<file path="config.mk">
export PLATFORM = sky130hd
export DESIGN_NAME = mem_access_stage
export DESIGN_NICKNAME = d
export VERILOG_FILES = /design/src/rtl/mem_access_stage_pkg.sv /design/src/rtl/mem_access_stage_timeout.sv /design/src/rtl/mem_access_stage.sv
export SDC_FILE = /design/constraint.sdc
export NUM_CORES = 1
export LEC_CHECK = 0
export BUFFER_PORTS_ARGS = -buffer_cell sky130_fd_sc_hd__buf_2
export CAP_MARGIN = 20
export CORE_UTILIZATION = 48
export CTS_CLUSTER_DIAMETER = 120
export DETAILED_ROUTE_END_ITERATION = 6
export GPL_ROUTABILITY_DRIVEN = 1
export PLACE_DENSITY = 0.79
export SYNTH_ARGS = -nofsm -noshare
export SYNTH_HDL_FRONTEND = slang
export SYNTH_SLANG_ARGS = --single-unit
</file>
<file path="constraint.sdc">
create_clock -name CLK -period 2.6 [get_ports CLK]
set_clock_uncertainty 0.2 [all_clocks]
set_input_delay 0.26 -clock CLK [delete_from_list [all_inputs] [get_ports CLK]]
set_output_delay 0.26 -clock CLK [all_outputs]
set_load 0.005 [all_outputs]
</file>
<file path="src/rtl/mem_access_stage_pkg.sv">
// Shared definitions for the MEM pipeline stage: FSM encoding, WB control
// bit positions and default widths.
package mem_access_stage_pkg;

    localparam int REG_WIDTH     = 16;
    localparam int ADDR_BITS     = 3;
    localparam int CONTROL_BITS  = 2;
    localparam int CNT_WIDTH     = 8;   // wide enough for a 255-cycle timeout
    localparam int CTRL_REGWRITE = 1;
    localparam int CTRL_MEMTOREG = 0;

    typedef enum logic {
        IDLE = 1'b0,
        WAIT = 1'b1
    } state_t;

endpackage

</file>
<file path="src/rtl/mem_access_stage_timeout.sv">
// Watchdog counter for an outstanding memory access; raises terminal on the
// last cycle the stage is allowed to wait for an acknowledge.
module mem_timeout_counter
    import mem_access_stage_pkg::*;
#(
    parameter int TimeoutCycles = 15
) (
    input  logic clk,
    input  logic rst,
    input  logic clear,
    input  logic enable,
    output logic terminal
);

    localparam logic [CNT_WIDTH-1:0] LAST = CNT_WIDTH'(TimeoutCycles - 1);

    logic [CNT_WIDTH-1:0] count;

    always_ff @(posedge clk) begin
        if (rst || clear) begin
            count <= '0;
        end else if (enable) begin
            count <= count + 1'b1;
        end
    end

    assign terminal = enable && (count == LAST);

endmodule

</file>
<file path="src/rtl/mem_access_stage.sv">
// MEM stage: passes ALU results through and runs loads/stores against a
// req/ack data memory, stalling upstream and aborting on watchdog timeout.
module mem_access_stage
    import mem_access_stage_pkg::*;
#(
    parameter int RegWidth      = REG_WIDTH,
    parameter int AddrBits      = ADDR_BITS,
    parameter int ControlBits   = CONTROL_BITS,
    parameter int TimeoutCycles = 15
) (
    input  logic                   CLK,
    input  logic                   RST,
    input  logic                   Valid_In,
    input  logic                   MemRead_In,
    input  logic                   MemWrite_In,
    input  logic [ControlBits-1:0] Control_In,
    input  logic [RegWidth-1:0]    ALUOut_In,
    input  logic [RegWidth-1:0]    StoreData_In,
    input  logic [AddrBits-1:0]    DestReg_In,
    output logic                   Stall_Out,
    output logic                   Valid_Out,
    output logic [ControlBits-1:0] Control_Out,
    output logic [RegWidth-1:0]    ALUOut_Out,
    output logic [RegWidth-1:0]    MemOut_Out,
    output logic [AddrBits-1:0]    DestReg_Out,
    output logic                   Fault_Out,
    output logic                   Mem_Req,
    output logic                   Mem_We,
    output logic [RegWidth-1:0]    Mem_Addr,
    output logic [RegWidth-1:0]    Mem_WData,
    input  logic [RegWidth-1:0]    Mem_RData,
    input  logic                   Mem_Ack,
    output state_t                 State_Dbg
);

    state_t                 state, state_next;
    logic                   memop;
    logic                   terminal;
    logic                   lat_we;
    logic [RegWidth-1:0]    lat_addr;
    logic [RegWidth-1:0]    lat_wdata;
    logic [ControlBits-1:0] lat_ctrl;
    logic [AddrBits-1:0]    lat_dest;

    assign memop     = Valid_In && (MemRead_In || MemWrite_In);
    assign State_Dbg = state;

    // Handshake: Mem_Req stays high with stable Mem_We/Mem_Addr/Mem_WData for
    // every WAIT cycle; the access completes in the first cycle Mem_Ack is seen.
    assign Mem_We    = lat_we;
    assign Mem_Addr  = lat_addr;
    assign Mem_WData = lat_wdata;

    mem_timeout_counter #(
        .TimeoutCycles(TimeoutCycles)
    ) u_timeout (
        .clk     (CLK),
        .rst     (RST),
        .clear   (state_next != WAIT),
        .enable  (state == WAIT),
        .terminal(terminal)
    );

    always_ff @(posedge CLK) begin
        if (RST) begin
            state <= IDLE;
        end else begin
            state <= state_next;
        end
    end

    always_comb begin
        state_next = state;
        Stall_Out  = 1'b0;
        Mem_Req    = 1'b0;
        case (state)
            IDLE: begin
                if (memop) begin
                    state_next = WAIT;
                    Stall_Out  = !RST;
                end
            end
            WAIT: begin
                Mem_Req   = !RST;
                Stall_Out = !RST && !Mem_Ack && !terminal;
                if (Mem_Ack || terminal) begin
                    state_next = IDLE;
                end
            end
            default: state_next = IDLE;
        endcase
    end

    always_ff @(posedge CLK) begin
        if (RST) begin
            Valid_Out   <= 1'b0;
            Control_Out <= '0;
            ALUOut_Out  <= '0;
            MemOut_Out  <= '0;
            DestReg_Out <= '0;
            Fault_Out   <= 1'b0;
            lat_we      <= 1'b0;
            lat_addr    <= '0;
            lat_wdata   <= '0;
            lat_ctrl    <= '0;
            lat_dest    <= '0;
        end else begin
            Fault_Out <= 1'b0;
            case (state)
                IDLE: begin
                    if (memop) begin
                        lat_we      <= MemWrite_In;
                        lat_addr    <= ALUOut_In;
                        lat_wdata   <= StoreData_In;
                        lat_ctrl    <= Control_In;
                        lat_dest    <= DestReg_In;
                        Valid_Out   <= 1'b0;
                        Control_Out <= '0;
                    end else if (Valid_In) begin
                        Valid_Out   <= 1'b1;
                        Control_Out <= Control_In;
                        ALUOut_Out  <= ALUOut_In;
                        MemOut_Out  <= '0;
                        DestReg_Out <= DestReg_In;
                    end else begin
                        Valid_Out   <= 1'b0;
                        Control_Out <= '0;
                    end
                end
                WAIT: begin
                    // An ack arriving on the terminal cycle still completes normally.
                    if (Mem_Ack) begin
                        Valid_Out   <= 1'b1;
                        Control_Out <= lat_ctrl;
                        ALUOut_Out  <= lat_addr;
                        MemOut_Out  <= lat_we ? '0 : Mem_RData;
                        DestReg_Out <= lat_dest;
                    end else if (terminal) begin
                        Valid_Out   <= 1'b1;
                        Control_Out <= '0;
                        ALUOut_Out  <= lat_addr;
                        MemOut_Out  <= '0;
                        DestReg_Out <= lat_dest;
                        Fault_Out   <= 1'b1;
                    end else begin
                        Valid_Out   <= 1'b0;
                        Control_Out <= '0;
                    end
                end
                default: begin
                    Valid_Out   <= 1'b0;
                    Control_Out <= '0;
                end
            endcase
        end
    end

endmodule

</file>
-- After elaboration in Yosys (flattened, before gate mapping)
Cells that the tools add are included.
- add/sub/neg operators: 1
- reductions and logical operators: 13
- multiplexer cells: 31
- eq/ne operators: 4
- bitwise operators: 2
- operator list (cell ; number):
    16-bit two-way mux ; 9
    16-bit one-hot mux with 2 select lines ; 2
    3-bit two-way mux ; 4
    8-bit by 1-bit adder with 8-bit output, second input constant ; 1
    8-bit by 4-bit == test with 1-bit output, second input constant ; 1
    1-bit two-way mux ; 8
    2-bit two-way mux ; 3
    1-bit one-hot mux with 2 select lines ; 3
    3-bit one-hot mux with 2 select lines ; 1
    1-bit logical AND ; 4
    2-bit inequality test, second input constant ; 2
    2-bit one-hot mux with 2 select lines ; 1
    1-bit zero test ; 3
    1-bit logical OR ; 3
    3-bit by 2-bit inequality test with 1-bit output, second input constant ; 1
    3-bit AND reduction ; 1
    3-bit OR reduction ; 1
    1-bit NOT ; 2
    2-bit AND reduction ; 1
- input port bits: 59
- register bits: 86

-- Logic depth before layout (Yosys ltp)
- depth after elaboration: 7
- mapped depth: 8

-- Modules after synthesis
From an unflattened synthesis, not the netlist that was laid out.
- cells, all modules: 363
- area total of the unflattened synthesis: 3392.0 um^2
- by module, submodules not included (module ; times used ; cells an instance ; area an instance (um^2) ; seq. area each (um^2)):
    mem_access_stage ; 1 ; 320 ; 3011.6 ; 1561.5
    mem_timeout_counter ; 1 ; 43 ; 380.4 ; 160.2

-- Worst setup path after synthesis
OpenSTA, ideal clock, no wires.
- path type: flip-flop to flip-flop
- start point: reg u_timeout.count[0]
- end point: reg ALUOut_Out[0]
- data required time: 2.309 ns
- path slack: 0.671 ns
- library setup time: 0.091 ns
- cell stages (with the launch flop): 9
- period minus slack after synthesis: 1.929 ns
- arrival time: 1.638 ns
- cell sequence: dfxtp_1 -> inv_1 -> ha_1 -> and4b_1 -> a21oi_1 -> buf_4 -> buf_2 -> nand2_1 -> a311oi_1
- word-level cells in the longest chain between the ends: 4
- ends and longest elaborated chain (item ; RTL line ; RTL):
    start, declared ; mem_access_stage_timeout.sv:17 ; logic [CNT_WIDTH-1:0] count;
    start signal, assigned ; mem_access_stage_timeout.sv:23 ; count <= count + 1'b1;
    8-bit by 4-bit == test with 1-bit output ; mem_access_stage_timeout.sv:27 ; assign terminal = enable && (count == LAST);
    1-bit logical AND ; mem_access_stage_timeout.sv:27 ;
    3-bit by 2-bit inequality test with 1-bit output (no source line) ; -- ;
    3-bit AND reduction (no source line) ; -- ;
    end signal, assigned ; mem_access_stage.sv:122 ; ALUOut_Out <= ALUOut_In;
    end signal, assigned ; mem_access_stage.sv:135 ; ALUOut_Out <= lat_addr;
    end signal, assigned ; mem_access_stage.sv:141 ; ALUOut_Out <= lat_addr;
    end, declared ; mem_access_stage.sv:23 ; output logic [RegWidth-1:0] ALUOut_Out,
No other way between the ends.
A chain may end at the register's enable or synchronous reset.

-- Final worst setup path
- start point: reg u_timeout.count[0]
- end point: out Stall_Out
- word-level cells in the longest chain between the ends: 5
- ends and longest elaborated chain (item ; RTL line ; RTL):
    8-bit by 4-bit == test with 1-bit output ; mem_access_stage_timeout.sv:27 ;
    1-bit logical AND ; mem_access_stage_timeout.sv:27 ;
    1-bit zero test ; mem_access_stage.sv:85 ; Stall_Out = !RST && !Mem_Ack && !terminal;
    1-bit logical AND ; mem_access_stage.sv:85 ;
    1-bit one-hot mux with 2 select lines ; mem_access_stage.sv:76 ; case (state)
    end, declared ; mem_access_stage.sv:20 ; output logic Stall_Out,
No other way between the ends.

==> results.py <==
metrics = {
    "worst_setup_path": {
        "rr_startpoint": "u_timeout.count[0]",
        "worst-r2r-setup-slack_ns": 0.36,
        "cpMaxStageDelayCell": "a21oi_2",
        "ff2ff_path_depth": 6,
        "path_buf_inv": 2,
        "crit_path_start": "u_timeout.count[0]",
        "path_depth": 7,
        "r2r-end": "MemOut_Out[4]",
        "critPathLaunchType": "register",
        "end_kind": "primary output",
        "crit_end": "Stall_Out",
        "required_ns": 2.14,
        "path_class": "register to primary output",
        "critPathTopFamily": "compound AO/OA/AOI/OAI gates",
        "path_cells": "inv_1, ha_1, and4b_1, a21oi_2, a21oi_2, nor2_1, buf_2",
        "arrival_ns": 1.88,
        "cp_max_fo": 10,
        "max_stage_delay_ns": 0.43,
        "cp_common_cell": "a21oi_2",
    },
    "synth": {
        "avgSynthCellArea_um2": 8.78,
        "synth_warnings": 0,
        "synthTopCellsByArea": "dfxtp_1, nand2_1, a21oi_1, a311oi_1, a211oi_1",
        "netlist_instances": 390,
        "syn_area_mm2": 0.00342,
        "synth_seq_cells": 86,
        "yosysMostFrequentCell": "nand2_1",
        "synth_cell_types": 32,
        "synth_commonest_cells": "nand2_1, dfxtp_1, a21oi_1",
        "ys_seq_area_share_pct": 50.3,
        "synth.top_cell.area_share_pct": 50.3,
        "synth_top_area_cell": "dfxtp_1",
        "synthArstFlopShare_pct": 0,
        "ys.flop_type": "dfxtp_1",
        "synth_edf_count": 0,
        "syn_nets": 451,
    },
    "detailed_routing": {
        "wl_per_cell_um": 15.0,
        "antenna_left": 0,
        "wl_um": 9970,
        "first_pass_iters": 4,
        "vias_per_cell": 5.30,
        "drt_iter0_drc": 165,
        "via_count": 3525,
        "drc": 0,
    },
    "global_routing": {
        "grt.overflow.total": 0,
        "grt_antenna_before_repair": 0,
        "grt_usage_pct": 27.2,
        "grt_pass1_vias": 3472,
        "grt_pass1_wl_um": 16000,
        "grt_max_degree": 53,
    },
    "cts": {
        "cts_root_buffer": "clkbuf_8",
        "clk_latency_ns": 0.36,
        "cts_sinks": 86,
        "cts_inserted_buffers": 9,
        "htreeDepth": 3,
        "postCtsSetupBuffers": 0,
        "ctsLongestPathBuffers": 2,
        "cts_tree": "built",
        "clkTransAtPathRegs_ns": 0.08,
        "cts_resized": 0,
    },
    "sta": {
        "drv_slew": 0,
        "max_freq_mhz": 427,
        "hold_slack_ns": 0.0633,
        "rsz0062_at_grt": "no",
        "relSlewSlack_pct": 49.6,
        "fin_crit_sh_pct": 90.1,
        "hold_viol_final": 0,
        "setup_viol": 0,
        "tns_ns": 0,
        "period_needed_ns": 2.34,
        "worstMarginPinSlew_ns": 0.756,
    },
    "place": {
        "globalplace.congestion": 0.766,
        "io_buffers": 133,
        "dp_hpwl_um": 5490,
    },
    "min_path": {
        "hold_path.class": "primary input to register",
    },
    "cells_and_area": {
        "areaGrowthSynthToFinish_pct": 41.6,
        "drive_gt1_share_pct": 28.6,
        "nets": 625,
        "n_antenna_cell": 0,
    },
    "power": {
        "pwr-share-seq_pct": 50.4,
        "p_leak_nw": 2.13,
        "powerDensity_mw_per_mm2": 587,
        "peakVddDrop_mv": 0.349,
        "p_int_mw": 2.08,
        "power_frac_comb_pct": 15.5,
        "p_clk_share_pct": 34.2,
        "p_sw_mw": 0.770,
        "p_sw_share_pct": 27.1,
    },
    "floorplanning": {
        "start_util_pct": 50.1,
        "io_pins": 134,
        "rows": 30,
        "core-area_mm2": 0.00683,
        "die_w_um": 86.5,
        "die-area_mm2": 0.00748,
        "die_h_um": 86.5,
    },
    "run": {
        "max_cap_viol_count": 0,
    },
    "status": {
        "status": "finished clean",
    },
}
==> final cells by class <==
type	count	area (um2)
inverters	1	3.75
fillers	539	1980
flip-flops and latches	86	1720
clock buffers	10	138
repair buffers	194	1260
clock inverters	6	68.8
multi-input cells	272	1540
well taps	96	120
==> per-layer routing <==
metal | track usage, % | vias to the layer above | share of wire (%)
met1 | 31.7 | 1653 | 42
met5 | 0 | - | 0
met3 | 6.48 | 20 | 6.8
met2 | 47.9 | 139 | 49
li1 | - | 1713 | -
met4 | 11.7 | 0 | 1.7
==> sequential cells by signal, summed over array words and instances (netlist names) <==
register and count:
ALUOut_Out 16, Control_Out 2, DestReg_Out 3, Fault_Out 1, MemOut_Out 16, Mem_Addr 16, Mem_WData 16, Mem_We 1
State_Dbg 1, Valid_Out 1, lat_ctrl 2, lat_dest 3, u_timeout.count 8
==> worst min-delay path by stage <==
stage                  start             end  slack [ns]  depth (start not counted)
3_5_place_dp    Mem_WData[6]    Mem_WData[6]        0.24                          2
3_3_place_gp    Mem_WData[6]    Mem_WData[6]        0.24                          2
2_1_floorplan  Mem_RData[10]  MemOut_Out[10]        0.19                          1
6_report         MemWrite_In          Mem_We        0.06                          3
5_1_grt          MemWrite_In          Mem_We        0.09                          3
4_1_cts          MemWrite_In          Mem_We        0.05                          3
==> power by group through the flow <==
stage	sequential [mW]	clock, mW	combinational [mW]
6_report	1.43	0.973	0.440
5_1_grt	1.44	1.03	0.484
4_1_cts	1.43	0.991	0.432
3_5_place_dp	1.46	0	0.369
3_3_place_gp	1.46	0	0.360
2_1_floorplan	1.46	0	0.208
==> worst reg2reg max path: stages (launching register included) <==
cell and delay (ns):
dfxtp_1 0.39, inv_1 0.06, ha_1 0.18, and4b_1 0.23, a21o_1 0.22, a211oi_4 0.64, a22o_1 0.27
==> cell families (layout without fill, tap and decap cells) <==
| logic type | after synthesis | in the layout | share of synthesized area, % |
|---|---|---|---|
| adders and majority gates | 2 | 2 | 0.731 |
| buffers and inverters | 32 | 211 | 4.97 |
| xor gates and xnor gates | 7 | 7 | 1.79 |
| and+or+nand+nor | 161 | 161 | 21.0 |
| DFF | 86 | 86 | 50.3 |
| AOI/OAI and AO/OA | 102 | 102 | 21.2 |
==> through the flow <==
stage | setup slack [ns] | area (um2) | utilization, % | power (mW) | instances
CTS | 0.241 | 4850 | 71.0 | 2.86 | 665
finish | 0.256 | 4850 | 71.0 | 2.85 | 665
global placement | 0.484 | 4110 | 60.2 | 1.82 | 596
global route | 0.111 | 4850 | 71.0 | 2.96 | 665
detailed placement | 0.399 | 4110 | 60.2 | 1.83 | 596
floorplan | 0.671 | 3420 | - | 1.67 | 390
==> timing repair <==
| item | in CTS | in global routing |
|---|---|---|
| endpoints found under the setup margin | 0 | 0 |
| hold buffers | 53 | 0 |
| endpoints found under the hold margin | 55 | 0 |
==> cell usage in the layout, fill, tap and decap left out, types with 3 or more instances in the layout <==
| master | count |
|---|---|
| a211oi_1 | 19 |
| a21oi_1 | 38 |
| dlygate4sd3_1 | 53 |
| xor2_1 | 5 |
| nand2_1 | 115 |
| buf_4 | 8 |
| nor2b_1 | 18 |
| buf_2 | 133 |
| a22o_1 | 16 |
| a311oi_1 | 19 |
| and2b_1 | 3 |
| dfxtp_1 | 85 |
| nor2_1 | 7 |
| clkbuf_8 | 10 |
| nor3_1 | 9 |
Power figures use the tool's default switching activity.
